## config.mk

```make
export PLATFORM = sky130hd
export DESIGN_NAME = maze_progress_ctrl
export DESIGN_NICKNAME = d
export VERILOG_FILES = /design/src/rtl/maze_pkg.sv /design/src/rtl/maze_frame_sampler.sv /design/src/rtl/maze_progress_ctrl.sv
export SDC_FILE = /design/constraint.sdc
export NUM_CORES = 1
export LEC_CHECK = 0
export CAP_MARGIN = 20
export CORE_MARGIN = 10
export CORE_UTILIZATION = 50
export CTS_CLUSTER_SIZE = 14
export DETAILED_ROUTE_END_ITERATION = 10
export PLACE_DENSITY = 0.82
export SYNTH_ARGS = -nofsm -noshare
export SYNTH_HDL_FRONTEND = slang
export SYNTH_SLANG_ARGS = --single-unit
```

## constraint.sdc

```tcl
create_clock -name clk -period 7.95 [get_ports clk]
set_input_delay 1.1925 -clock clk [delete_from_list [all_inputs] [get_ports clk]]
set_output_delay 1.1925 -clock clk [all_outputs]
set_load 0.005 [all_outputs]
```

## src/rtl/maze_pkg.sv

```systemverilog
// Shared types and constants for the maze progress controller.
package maze_pkg;

    localparam int H_ACTIVE = 640;
    localparam int V_ACTIVE = 480;
    localparam int LEVEL_W  = 2;
    localparam int FCNT_W   = 8;

    typedef enum logic [2:0] {
        IDLE,
        ARM,
        PLAY,
        LEVEL_UP,
        SCARE,
        WIN_ALL
    } state_t;

    function automatic logic [FCNT_W-1:0] sat_inc(input logic [FCNT_W-1:0] v);
        return (v == {FCNT_W{1'b1}}) ? v : v + 1'b1;
    endfunction

endpackage

```

## src/rtl/maze_frame_sampler.sv

```systemverilog
// Cursor hit test, frame-end strobe and per-frame sticky seen/wall/goal flags.
module maze_frame_sampler
    import maze_pkg::*;
#(
    parameter int CURSOR_SIZE = 8,
    parameter int V_DISPLAY   = V_ACTIVE
) (
    input  logic       clk,
    input  logic       reset,
    input  logic       i_video_on,
    input  logic [9:0] i_pix_x,
    input  logic [9:0] i_pix_y,
    input  logic       i_graph_on,
    input  logic       i_finalbox_on,
    input  logic [9:0] i_cursor_x,
    input  logic [9:0] i_cursor_y,
    output logic       o_cursor_on,
    output logic       o_frame_end,
    output logic       o_seen,
    output logic       o_wall_hit,
    output logic       o_goal_hit
);

    logic [10:0] w_px, w_py, w_cx0, w_cy0, w_cx1, w_cy1;
    logic [9:0]  r_prev_y;
    logic        r_seen, r_wall, r_goal;

    // 11-bit compare so a cursor near column 1023 does not wrap onto column 0
    assign w_px  = {1'b0, i_pix_x};
    assign w_py  = {1'b0, i_pix_y};
    assign w_cx0 = {1'b0, i_cursor_x};
    assign w_cy0 = {1'b0, i_cursor_y};
    assign w_cx1 = w_cx0 + 11'(CURSOR_SIZE);
    assign w_cy1 = w_cy0 + 11'(CURSOR_SIZE);

    assign o_cursor_on = i_video_on && (w_px >= w_cx0) && (w_px < w_cx1)
                                    && (w_py >= w_cy0) && (w_py < w_cy1);
    assign o_frame_end = (i_pix_y == 10'(V_DISPLAY)) && (r_prev_y != 10'(V_DISPLAY));

    always_ff @(posedge clk or posedge reset) begin
        if (reset) begin
            r_prev_y <= '0;
            r_seen   <= 1'b0;
            r_wall   <= 1'b0;
            r_goal   <= 1'b0;
        end else begin
            r_prev_y <= i_pix_y;
            if (o_frame_end) begin
                r_seen <= 1'b0;
                r_wall <= 1'b0;
                r_goal <= 1'b0;
            end else if (o_cursor_on) begin
                r_seen <= 1'b1;
                if (!i_graph_on)   r_wall <= 1'b1;
                if (i_finalbox_on) r_goal <= 1'b1;
            end
        end
    end

    assign o_seen     = r_seen;
    assign o_wall_hit = r_wall;
    assign o_goal_hit = r_goal;

endmodule

```

## src/rtl/maze_progress_ctrl.sv

```systemverilog
// Maze game FSM: per-frame wall/goal evaluation, level advance, scare and win.
// Optional MAZE_LIVES_EN adds a lives counter so wall hits cost a life before scaring.
module maze_progress_ctrl
    import maze_pkg::*;
#(
    parameter int CURSOR_SIZE  = 8,
    parameter int NUM_LEVELS   = 3,
    parameter int V_DISPLAY    = V_ACTIVE,
    parameter int GRACE_FRAMES = 30,
    parameter int LEVEL_FRAMES = 60,
    parameter int SCARE_FRAMES = 180
`ifdef MAZE_LIVES_EN
    ,
    parameter int LIVES        = 3
`endif
) (
    input  logic               clk,
    input  logic               reset,
    input  logic               video_on,
    input  logic [9:0]         pix_x,
    input  logic [9:0]         pix_y,
    input  logic               graph_on,
    input  logic               finalbox_on,
    input  logic [9:0]         cursor_x,
    input  logic [9:0]         cursor_y,
    input  logic               start,
    output logic [LEVEL_W-1:0] level,
    output logic               cursor_on,
    output logic               in_play,
    output logic               level_up,
    output logic               scare,
    output logic               win
`ifdef MAZE_LIVES_EN
    ,
    output logic [1:0]         lives
`endif
);

    state_t              r_state, w_next_state;
    logic [FCNT_W-1:0]   r_fcnt, w_fcnt_inc;
    logic [LEVEL_W-1:0]  r_level, w_level_next;
    logic                w_frame_end, w_seen, w_wall_hit, w_goal_hit, w_wall;
`ifdef MAZE_LIVES_EN
    logic [1:0]          r_lives, w_lives_next;
`endif

    maze_frame_sampler #(
        .CURSOR_SIZE (CURSOR_SIZE),
        .V_DISPLAY   (V_DISPLAY)
    ) u_sampler (
        .clk           (clk),
        .reset         (reset),
        .i_video_on    (video_on),
        .i_pix_x       (pix_x),
        .i_pix_y       (pix_y),
        .i_graph_on    (graph_on),
        .i_finalbox_on (finalbox_on),
        .i_cursor_x    (cursor_x),
        .i_cursor_y    (cursor_y),
        .o_cursor_on   (cursor_on),
        .o_frame_end   (w_frame_end),
        .o_seen        (w_seen),
        .o_wall_hit    (w_wall_hit),
        .o_goal_hit    (w_goal_hit)
    );

    // A frame in which the cursor never appeared is treated as a wall hit
    assign w_wall     = w_wall_hit || !w_seen;
    assign w_fcnt_inc = sat_inc(r_fcnt);

    always_comb begin
        w_next_state = r_state;
        w_level_next = r_level;
`ifdef MAZE_LIVES_EN
        w_lives_next = r_lives;
`endif
        case (r_state)
            IDLE: if (start) w_next_state = ARM;
            ARM: begin
                if (w_frame_end && w_fcnt_inc == FCNT_W'(GRACE_FRAMES)) w_next_state = PLAY;
            end
            PLAY: begin
                if (w_frame_end) begin
                    if (w_wall) begin
`ifdef MAZE_LIVES_EN
                        if (r_lives > 2'd1) begin
                            w_lives_next = r_lives - 2'd1;
                            w_next_state = ARM;
                        end else begin
                            w_next_state = SCARE;
                        end
`else
                        w_next_state = SCARE;
`endif
                    end else if (w_goal_hit) begin
                        w_next_state = (r_level < LEVEL_W'(NUM_LEVELS)) ? LEVEL_UP : WIN_ALL;
                    end
                end
            end
            LEVEL_UP: begin
                if (w_frame_end && w_fcnt_inc == FCNT_W'(LEVEL_FRAMES)) begin
                    w_level_next = r_level + 1'b1;
                    w_next_state = ARM;
                end
            end
            SCARE: begin
                if (w_frame_end && w_fcnt_inc == FCNT_W'(SCARE_FRAMES)) begin
                    w_level_next = LEVEL_W'(1);
                    w_next_state = IDLE;
`ifdef MAZE_LIVES_EN
                    w_lives_next = 2'(LIVES);
`endif
                end
            end
            WIN_ALL: begin
                if (start) begin
                    w_level_next = LEVEL_W'(1);
                    w_next_state = ARM;
`ifdef MAZE_LIVES_EN
                    w_lives_next = 2'(LIVES);
`endif
                end
            end
            default: w_next_state = IDLE;
        endcase
    end

    // State, counter and decoded outputs all update on the transition edge
    always_ff @(posedge clk or posedge reset) begin
        if (reset) begin
            r_state  <= IDLE;
            r_fcnt   <= '0;
            r_level  <= LEVEL_W'(1);
            in_play  <= 1'b0;
            level_up <= 1'b0;
            scare    <= 1'b0;
            win      <= 1'b0;
        end else begin
            r_state <= w_next_state;
            r_level <= w_level_next;
            if (w_next_state != r_state) r_fcnt <= '0;
            else if (w_frame_end)        r_fcnt <= w_fcnt_inc;
            in_play  <= (w_next_state == ARM) || (w_next_state == PLAY);
            level_up <= (w_next_state == LEVEL_UP);
            scare    <= (w_next_state == SCARE);
            win      <= (w_next_state == WIN_ALL);
        end
    end

`ifdef MAZE_LIVES_EN
    always_ff @(posedge clk or posedge reset) begin
        if (reset) r_lives <= 2'(LIVES);
        else       r_lives <= w_lives_next;
    end
    assign lives = r_lives;
`endif

    assign level = r_level;

endmodule

```

Word level (Yosys, flattened, before mapping) --
Index checks and enable logic that the tools add are counted.
Storage, ports and cells: flip-flop bits (word level) 30, input port bits 46, output and inout port bits 7, word-level logic and storage cells 85
Cells by class: $add $sub $neg 4, $lt $le $gt $ge 5, eq/ne operators 21, multiplexer cells 24, reductions and logical operators 20
Operators by type and width (number):
- $mux 3 | 8
- $mux 8 | 3
- $add 10x4->11 const B | 2
- $lt 10x11->1 | 2
- $ge 10x10->1 | 2
- $eq 8x8->1 const B | 2
- $pmux 3 s5 | 1
- $eq 3x2->1 const B | 4
- $eq 3x3->1 const B | 4
- $eq 10x9->1 const B | 1
- $ne 10x9->1 const B | 1
- $add 8x1->8 const B | 1
- $eq 8x5->1 const B | 1
- $eq 8x6->1 const B | 1
- $logic_and 1x1->1 | 8
- $mux 1 | 8
- $eq 3x1->1 const B | 2
- $mux 2 | 3
- $ne 2x2->1 const B | 3
- $pmux 2 s3 | 1
- $reduce_bool 2->1 | 3
- $reduce_and 2->1 | 2
- $reduce_and 4->1 | 1
- $logic_not 3->1 | 1
- other kinds (8) | 9

Depth between registers and ports, before layout --
Gate-level depths: netlist (run 1).
depth after elaboration 8, gate-level depth with buffers 10, depth with buffers taken out 10

Cells and area by module --
From an unflattened synthesis (run 1), not the netlist that was laid out.
Second synthesis, totals: cell total of the unflattened synthesis 288, area, all modules 2726.4 um^2
By module, submodules not included:
- maze_frame_sampler | times used 1, cells an instance 165, area each 1480.2 um^2
- maze_progress_ctrl | times used 1, cells an instance 123, area each 1246.2 um^2

Least setup slack after synthesis (run 1) --
No wires, ideal clock.
kind input port to output port, start input port cursor_y[3], end output port cursor_on, data arrival time 3.137 ns, required time 6.758 ns, path slack 3.620 ns, cell stages on the path 9, path buffers 0, cell sequence ha_1 and3_1 xnor2_1 ha_1 a21o_1 a211o_1 a31o_2 o311a_1 nor4_1
Between the ends: word-level cells in the longest chain between the ends 3, elaborated cells between the ends (all ways) 5, classes of those cells add/sub: 1; order compare: 2; reduce/logical: 2
Ends and longest elaborated chain:
- start, declared | line maze_progress_ctrl.sv:25 | input logic [9:0] cursor_y,
- $add 10x4->11 or $ge 10x10->1 (tied branches) | line maze_frame_sampler.sv:34, maze_frame_sampler.sv:37
- $lt 10x11->1 or $logic_and 1x1->1 (tied branches) | line maze_frame_sampler.sv:37 | && (w_py >= w_cy0) && (w_py < w_cy1);
- $logic_and 1x1->1 * | line maze_frame_sampler.sv:37
- end, declared | line maze_progress_ctrl.sv:28 | output logic cursor_on,
Mark *: on every way between the ends. The rest lies on a longest branch, timed or not.

Worst setup path after layout (run 1) --
Same ends and word-level chain as after synthesis.

==> results.json, run 1 <==
{
  "die_y_um": 90.9,
  "whs_ns": 0.479,
  "dp_hpwl_mm": 4.71,
  "reg2reg_slack_ns": 5.39,
  "die_w_um": 90.9,
  "antenna_left": 0,
  "fin_ws_ns": 2.43,
  "synth_area_um2": 2520,
  "setup_viol": 0,
  "r2r_end": "level[0]",
  "hold_buffers": 0,
  "gp_congestion": 0.921,
  "pin_count": 53,
  "maxSlewHeadroom_pct": 59.3,
  "crit_end": "cursor_on",
  "syn_nets": 357,
  "antenna_found_initial": 0,
  "ir_worst_vdd_uv": 71.2,
  "rows": 25,
  "wirelength_mm": 5.56,
  "min_period_ns": 5.52,
  "avgRoutedWirePerCell_um": 14.0,
  "multiInputGateArea_um2": 1650,
  "drt-vias-per-instance": 5.58,
  "cts_sinks": 30,
  "cts_made_buffers": 5,
  "grt_overflow": 0,
  "arrival_ns": 4.33,
  "ys_ff_latch": 30,
  "skew_ns": 0.00419,
  "design.die.area_um2": 8270,
  "rsz0062_at_grt": "no",
  "regArea_um2": 752,
  "portBuffers": 52,
  "power.leakage_nw": 1.43,
  "cts_setup_buffers": 0,
  "final_common_cell": "clkdlybuf4s50_1",
  "antenna_cells": 0,
  "placed_cells": 390,
  "tightest_slew_ns": 0.595,
  "critical_path.startpoint_type": "input pin",
  "h-tree-depth": 2,
  "r2r_start": "r_fcnt[0]",
  "vias": 2221,
  "p_per_area_nw_per_um2": 138,
  "grt_first_pass_wirelength_mm": 9.72,
  "combPwrFrac_pct": 30.7,
  "cp-end-kind": "primary output",
  "coreArea_um2": 4790,
  "nFillCells": 410,
  "grt_usage_pct": 13.7,
  "final_util_pct": 67.5,
  "worst-r2r-cell-count": 8,
  "path_max_fanout": 4,
  "drc_errors": 0,
  "required_ns": 6.76,
  "clk_pin_slew_ns": 0.06,
  "placed_cell_area_um2": 3130,
  "hp-class": "flop to flop",
  "clk_latency_ns": 0.28,
  "p_sw_share_pct": 29.7,
  "internal-power_mw": 0.313,
  "grt_max_degree": 26,
  "start_util_pct": 52.6,
  "yosys_warnings": 0,
  "avgSynthCellArea_um2": 9.22,
  "cp-startpoint": "cursor_y[3]",
  "run_status": "completed",
  "netSwitchingPower_mw": 0.132,
  "final_area_um2": 3230,
  "syn_inst": 273,
  "drt_iter0_drc": 148,
  "ys_types": 53,
  "ys_seq_area_share_pct": 29.9,
  "drt_pass1_iterations": 4,
  "path_class": "input pin to primary output",
  "slew_viol_final": 0,
  "max_freq_ghz": 0.181,
  "drive_above_1_share_pct": 6.65,
  "final_nets": 414,
  "synth-edff-count": 0,
  "clock_path_buffers": 2,
  "hold_violations": 0,
  "layout_common_cells": "52 x clkdlybuf4s50_1, 38 x ha_1, 29 x dfrtp_1",
  "cts-root-buf": "clkbuf_8",
  "cts_tree": "yes",
  "synthArstFlopShare_pct": 100,
  "place_ws_ns": 2.44,
  "area_growth_syn_to_layout_pct": 28.3,
  "cts_resized": 0,
  "seqPwrFrac_pct": 40.7,
  "power_mw": 0.445,
  "period_share_pct": 69.4,
  "maxCapViolations": 0,
  "p_clk_share_pct": 28.6,
  "fin_tns_setup_ns": 0,
  "synth_ff_type": "dfrtp_1",
  "grt_pass1_vias": 2243,
  "fin_cells": 398
}
## cell usage after synthesis, types with 2 or more instances
cell type  number  area share, %
or3_1           6            1.5
o21a_1          6            1.8
o41ai_1         2           0.70
a211o_1         2           0.70
o2111ai_1       2           0.70
a211oi_1        4            1.2
a21o_1          3           0.90
xnor2_1        15            5.2
o21ai_0         7            1.4
nor3_1          7            1.4
inv_1          26            3.9
and4_1          2           0.70
o21bai_1        3           0.90
o211ai_1        5            1.5
and2_1          3           0.75
and3_1          3           0.75
nand3_1        10            2.0
a31o_2          4            1.4
nand2b_1        9            2.2
a21oi_1         9            1.8
nand4b_1        2           0.70
nor2b_1         5            1.2
a2111oi_0       3            1.0
mux2i_1         4            1.6
nand3b_1        3           0.90
nor2_1         15            2.2
o32ai_1         2           0.70
mux2_4          2            1.2
dfrtp_1        29             29
ha_1           38             19
nand2_1        17            2.5
nor4_1          4           0.99
## power groups by stage
stage | clock, mW | sequential (mW) | combinational (mW)
6_report | 0.127 | 0.181 | 0.136
5_1_grt | 0.138 | 0.184 | 0.155
4_1_cts | 0.131 | 0.181 | 0.138
3_5_place_dp | 0 | 0.184 | 0.137
3_3_place_gp | 0 | 0.184 | 0.132
2_1_floorplan | 0 | 0.182 | 0.0794
## routing by layer
metal | up-vias | routed length [um] | track usage, %
met5 | - | 0 | 0
met4 | 0 | 85 | 4.31
li1 | 1127 | - | -
met2 | 56 | 2680 | 23.5
met1 | 1029 | 2440 | 15.5
met3 | 9 | 352 | 4.86
## flip-flops by register name, indices dropped and copies added (netlist names)
signal,count
level_up,1
r_fcnt,8
level,2
in_play,1
u_sampler.r_prev_y,10
u_sampler.o_seen,1
scare,1
win,1
u_sampler.o_wall_hit,1
u_sampler.o_goal_hit,1
r_state,3
## critical path: stages
cell	delay, ns
clkdlybuf4s50_1	0.46
ha_1	0.24
and3_1	0.20
xnor2_1	0.13
ha_1	0.30
a21o_1	0.18
a211o_1	0.30
a31o_2	0.21
o311a_1	0.12
nor4_1	0.39
clkdlybuf4s50_1	0.60
## area by class of cell
class	count	share of cell area, %
Tap cell	67	2.60
Timing Repair Buffer	53	17.0
Clock buffer	6	2.56
Inverter	26	3.02
Multi-Input combinational cell	214	51.2
Sequential cell	30	23.3
Clock inverter	2	0.387
## how the worst min path moves through the flow
stage,start,endpoint,slack [ns],cells after the start
final,u_sampler.o_wall_hit,u_sampler.o_wall_hit,0.48,2
after floorplan,u_sampler.o_wall_hit,u_sampler.o_wall_hit,0.43,2
after CTS,u_sampler.o_wall_hit,u_sampler.o_wall_hit,0.48,2
after global placement,u_sampler.o_wall_hit,u_sampler.o_wall_hit,0.46,2
after global routing,u_sampler.o_wall_hit,u_sampler.o_wall_hit,0.51,2
after detailed placement,u_sampler.o_wall_hit,u_sampler.o_wall_hit,0.46,2
## kinds of logic (layout without fill, tap and decap cells)
logic type | after synthesis | after routing | synth area share, %
adder cells (fa/ha/maj) | 38 | 38 | 18.9
buffers and inverters | 29 | 87 | 4.42
multiplexers | 6 | 6 | 2.78
flip-flops | 30 | 30 | 29.9
AO/OA/AOI/OAI | 61 | 61 | 18.2
AND/OR/NAND/NOR | 94 | 94 | 20.6
XOR/XNOR | 15 | 15 | 5.22
No activity file was read; power rests on OpenSTA's default activity.
==> run 2: changes to the inputs <==
Clock period 7.95 ns to 5.6 ns, I/O delays scaled along.
==> results.json, run 2 (synthesized netlist as in run 1, its figures left out) <==
{
  "run_status": "completed",
  "maxCapViolations": 0,
  "vias": 2185,
  "hold_buffers": 0,
  "largest_reg_flops": 10,
  "r2r_start": "r_fcnt[0]",
  "grt_pass1_vias": 2184,
  "drt-vias-per-instance": 5.49,
  "coreArea_um2": 4790,
  "drive_above_1_share_pct": 6.04,
  "combPwrFrac_pct": 29.3,
  "dp_hpwl_mm": 4.66,
  "slowest_delay_ns": 0.59,
  "p_per_area_nw_per_um2": 204,
  "required_ns": 4.76,
  "holdPathStages": 2,
  "crit_path_cell_trace": "clkdlybuf4s50_1 -> ha_1 -> and3_1 -> xnor2_1 -> ha_1 -> a21o_1 -> a211o_1 -> a31o_2 -> o311a_1 -> nor4_1 -> clkdlybuf4s50_1",
  "hp-class": "flop to flop",
  "cts_made_buffers": 5,
  "layout_common_cells": "52 x clkdlybuf4s50_1, 38 x ha_1, 29 x dfrtp_1",
  "rows": 25,
  "fin_ws_ns": 0.803,
  "tightest_slew_ns": 0.623,
  "portBuffers": 52,
  "cts_setup_buffers": 0,
  "r2r_end": "level[0]",
  "internal-power_mw": 0.479,
  "cts_tree": "yes",
  "design.die.area_um2": 8270,
  "h-tree-depth": 2,
  "grt_max_degree": 26,
  "slew_viol_final": 0,
  "wirelength_mm": 5.45,
  "worst-r2r-cell-count": 8,
  "antenna_cells": 0,
  "final_common_cell": "clkdlybuf4s50_1",
  "top_regs": "u_sampler.r_prev_y x10, r_fcnt x8, r_state x3",
  "final_nets": 414,
  "max_freq_ghz": 0.208,
  "cts-root-buf": "clkbuf_8",
  "die_w_um": 90.9,
  "gp_congestion": 0.916,
  "fin_tns_setup_ns": 0,
  "cts_sinks": 30,
  "ir_worst_vdd_uv": 102,
  "antenna_found_initial": 0,
  "hold_start": "u_sampler.o_wall_hit",
  "min_period_ns": 4.80,
  "skew_ns": 0.00834,
  "cp-end-kind": "primary output",
  "p_sw_share_pct": 27.5,
  "antenna_left": 0,
  "drt_iter0_drc": 89,
  "power.leakage_nw": 1.44,
  "avgRoutedWirePerCell_um": 13.7,
  "largest-register": "u_sampler.r_prev_y",
  "start_util_pct": 52.6,
  "clk_pin_slew_ns": 0.07,
  "reg2reg_slack_ns": 3.08,
  "final_util_pct": 67.7,
  "min_to": "u_sampler.o_wall_hit",
  "arrival_ns": 3.96,
  "pin_count": 53,
  "seqPwrFrac_pct": 39.0,
  "power_mw": 0.661,
  "clock_path_buffers": 2,
  "path_max_fanout": 4,
  "hold_violations": 0,
  "cts_resized": 0,
  "clk_latency_ns": 0.28,
  "maxSlewHeadroom_pct": 57.4,
  "netSwitchingPower_mw": 0.182,
  "path_class": "input pin to primary output",
  "die_y_um": 90.9,
  "grt_usage_pct": 13.3,
  "nFillCells": 397,
  "critical_path.startpoint_type": "input pin",
  "p_clk_share_pct": 31.8,
  "area_growth_syn_to_layout_pct": 28.8,
  "cp_slowest_cell": "clkdlybuf4s50_1",
  "setup_viol": 0,
  "drc_errors": 0,
  "period_share_pct": 85.7,
  "drt_pass1_iterations": 6,
  "grt_overflow": 0,
  "rsz0062_at_grt": "no",
  "grt_first_pass_wirelength_mm": 9.45,
  "place_ws_ns": 0.806
}
## run 2: cell count changes in the layout (fill, tap and decap cells not counted), sizes merged
cell      change
clkinvlp      -1
bufinv        +1
clkbuf        +1
clkinv        -1
## run 2: layer usage
layer / global-route usage, % / wire length, um / up-vias
li1: - / - / 1121
met1: 15.0 / 2380 / 1005
met2: 22.6 / 2610 / 52
met3: 4.28 / 354 / 7
met4: 5.87 / 106 / 0
met5: 0 / 0 / -
## run 2: power by group through the flow
stage	sequential, mW	combinational [mW]	clock (mW)
after global placement	0.261	0.188	0
final	0.258	0.193	0.210
after CTS	0.257	0.196	0.216
after detailed placement	0.261	0.194	0
after global routing	0.261	0.220	0.223
after floorplan	0.258	0.113	0
## run 2: how the worst max path moves through the flow
stage               slack, ns   endpoint         from  depth (start not counted)
detailed placement       0.81  cursor_on  cursor_y[3]                         11
global placement         0.89  cursor_on  cursor_y[3]                         11
floorplan                1.98  cursor_on  cursor_y[3]                          9
CTS                      0.78  cursor_on  cursor_y[3]                         11
global route             0.53  cursor_on  cursor_y[3]                         11
finish                   0.80  cursor_on  cursor_y[3]                         11
## run 2: through the flow
| stage | area, um2 | cells | hold slack [ns] |
|---|---|---|---|
| floorplan | 2520 | 273 | 0.435 |
| global placement | 3110 | 389 | 0.464 |
| detailed placement | 3130 | 390 | 0.466 |
| CTS | 3240 | 398 | 0.488 |
| global route | 3240 | 398 | 0.523 |
| finish | 3240 | 398 | 0.483 |
## run 2: worst max-delay path, delay by kind of cell
kind	cells	cell delay, ns
xor gates and xnor gates	1	0.13
buffers and inverters	2	1.06
adders and majority gates	2	0.54
and+or+nand+nor	2	0.57
AOI/OAI and AO/OA	4	0.81
## run 2: final cells by class
class	instances	area (um2)	share of cell area, %
clock buffer	7	76.3	2.36
clock inverter	1	30.0	0.927
inverter	26	97.6	3.01
multi-input combinational	214	1650	51.0
sequential	30	752	23.2
tap	67	83.8	2.59
timing repair buffer	53	548	16.9
==> run 3: changes to the inputs <==
Clock period 5.6 ns to 4.5 ns, I/O delays scaled along.
==> results.json, run 3 (synthesized netlist as in run 1, its figures left out) <==
{
  "start_util_pct": 52.6,
  "p_sw_share_pct": 29.9,
  "pin_count": 53,
  "grt_pass1_vias": 2215,
  "maxCapViolations": 0,
  "cts_setup_buffers": 0,
  "internal-power_mw": 0.554,
  "grt_usage_pct": 13.7,
  "tightest_slew_ns": 0.545,
  "power.leakage_nw": 1.46,
  "holdPathStages": 2,
  "critical_path.startpoint_type": "input pin",
  "vias": 2193,
  "drt_iter0_drc": 83,
  "drc_errors": 0,
  "whs_ns": 0.482,
  "dp_hpwl_mm": 4.64,
  "run_status": "completed",
  "slowest_delay_ns": 0.47,
  "drt-vias-per-instance": 5.50,
  "h-tree-depth": 2,
  "cp-end-kind": "primary output",
  "clock_path_buffers": 2,
  "antenna_found_initial": 0,
  "period_share_pct": 89.3,
  "cts_tree": "yes",
  "top_regs": "u_sampler.r_prev_y x10, r_fcnt x8, r_state x3",
  "grt_overflow": 0,
  "layout_common_cells": "51 x clkdlybuf4s50_1, 38 x ha_1, 29 x dfrtp_1",
  "fin_tns_setup_ns": 0,
  "cts-root-buf": "clkbuf_8",
  "antenna_left": 0,
  "area_growth_syn_to_layout_pct": 29.0,
  "die_w_um": 90.9,
  "required_ns": 3.83,
  "ir_worst_vdd_uv": 154,
  "die_y_um": 90.9,
  "coreArea_um2": 4790,
  "p_per_area_nw_per_um2": 243,
  "grt_max_degree": 25,
  "rsz0062_at_grt": "no",
  "placed_cells": 391,
  "fin_cells": 399,
  "cpMostUsedCell": "ha_1",
  "slew_viol_final": 0,
  "cts_made_buffers": 5,
  "drt_pass1_iterations": 4,
  "maxSlewHeadroom_pct": 62.7,
  "seqPwrFrac_pct": 40.5,
  "grt_first_pass_wirelength_mm": 9.80,
  "cp_slowest_cell": "clkdlybuf4s50_1",
  "largest_reg_flops": 10,
  "portBuffers": 52,
  "hold_violations": 0,
  "arrival_ns": 3.34,
  "p_clk_share_pct": 28.9,
  "combPwrFrac_pct": 30.6,
  "design.die.area_um2": 8270,
  "largest-register": "u_sampler.r_prev_y",
  "antenna_cells": 0,
  "path_class": "input pin to primary output",
  "final_common_cell": "clkdlybuf4s50_1",
  "avgRoutedWirePerCell_um": 13.7,
  "crit_path_cell_trace": "clkdlybuf4s50_1 -> ha_1 -> and3_1 -> xnor2_1 -> ha_1 -> a21o_1 -> a211o_1 -> a31o_2 -> o311a_1 -> nor4_2 -> dlymetal6s2s_1",
  "drive_above_1_share_pct": 7.23,
  "wirelength_mm": 5.46,
  "clk_latency_ns": 0.29,
  "hp-class": "flop to flop",
  "max_freq_ghz": 0.249,
  "gp_congestion": 0.934,
  "setup_viol": 0,
  "skew_ns": 0.00595,
  "final_nets": 415,
  "min_period_ns": 4.02,
  "cts_sinks": 30,
  "worst-r2r-cell-count": 8,
  "hold_buffers": 0,
  "rows": 25,
  "netSwitchingPower_mw": 0.236,
  "path_max_fanout": 4,
  "clk_pin_slew_ns": 0.06
}
==> run 3: cell count changes in the layout (fill, tap and decap cells not counted) <==
cell / change
buf_4: +1
bufinv_16: -1
clkbuf_1: -2
clkbuf_8: +1
clkdlybuf4s50_1: -1
clkinv_2: +1
clkinvlp_4: +1
dlymetal6s2s_1: +1
nor4_1: -1
nor4_2: +1
==> run 3: worst paths after layout <==
kind                                      start                    to  slack (ns)
min reg2reg                u_sampler.o_wall_hit  u_sampler.o_wall_hit        0.48
max in group asynchronous                 reset             r_fcnt[6]        3.43
min in group asynchronous                 reset               in_play        0.65
max                                 cursor_y[3]             cursor_on        0.48
min                        u_sampler.o_wall_hit  u_sampler.o_wall_hit        0.48
max reg2reg                           r_fcnt[0]              level[0]        1.96
==> run 3: layer usage <==
| layer | global-route usage, % | up-vias | part of all wire, % |
|---|---|---|---|
| met1 | 16.2 | 1013 | 46 |
| met3 | 4.94 | 9 | 5.9 |
| met2 | 22.4 | 47 | 47 |
| met4 | 4.96 | 0 | 1.6 |
| met5 | 0 | - | 0 |
| li1 | - | 1124 | - |
==> run 3: area by class of cell <==
cell class,count,area [um2]
multi-input cells,214,1660
fillers,392,1540
flip-flops and latches,30,752
repair buffers,54,558
inverters,26,97.6
well taps,67,83.8
clock buffers,6,82.6
clock inverters,2,12.5
==> run 3: repair_timing <==
| item | CTS | global route |
|---|---|---|
| gates cloned | 0 | 0 |
| resized for setup | 1 | 1 |
| endpoints found under the setup margin | 1 | 1 |
==> run 3: through the flow <==
step | area (um2) | setup WS, ns | utilization [%] | power [mW]
final | 3250 | 0.483 | 67.8 | 0.790
after global routing | 3250 | 0.268 | 67.8 | 0.848
after global placement | 3110 | 0.125 | 65.1 | 0.558
after floorplan | 2520 | 1.21 | - | 0.461
after detailed placement | 3140 | 0.00489 | 65.6 | 0.567
after CTS | 3240 | 0.0654 | 67.8 | 0.794
==> run 3: worst max-delay path: cells and delay by family <==
family	cells	cell delay, ns
AOI/OAI and AO/OA	4	0.85
buffers and inverters	2	0.65
and+or+nand+nor	2	0.51
adders and majority gates	2	0.54
xor gates and xnor gates	1	0.13
==> run 3: power groups by stage <==
stage / Sequential (mW) / Clock, mW / Combinational, mW
6_report: 0.320 / 0.228 / 0.242
5_1_grt: 0.325 / 0.248 / 0.276
4_1_cts: 0.320 / 0.230 / 0.245
3_5_place_dp: 0.325 / 0 / 0.242
3_3_place_gp: 0.325 / 0 / 0.233
2_1_floorplan: 0.321 / 0 / 0.140
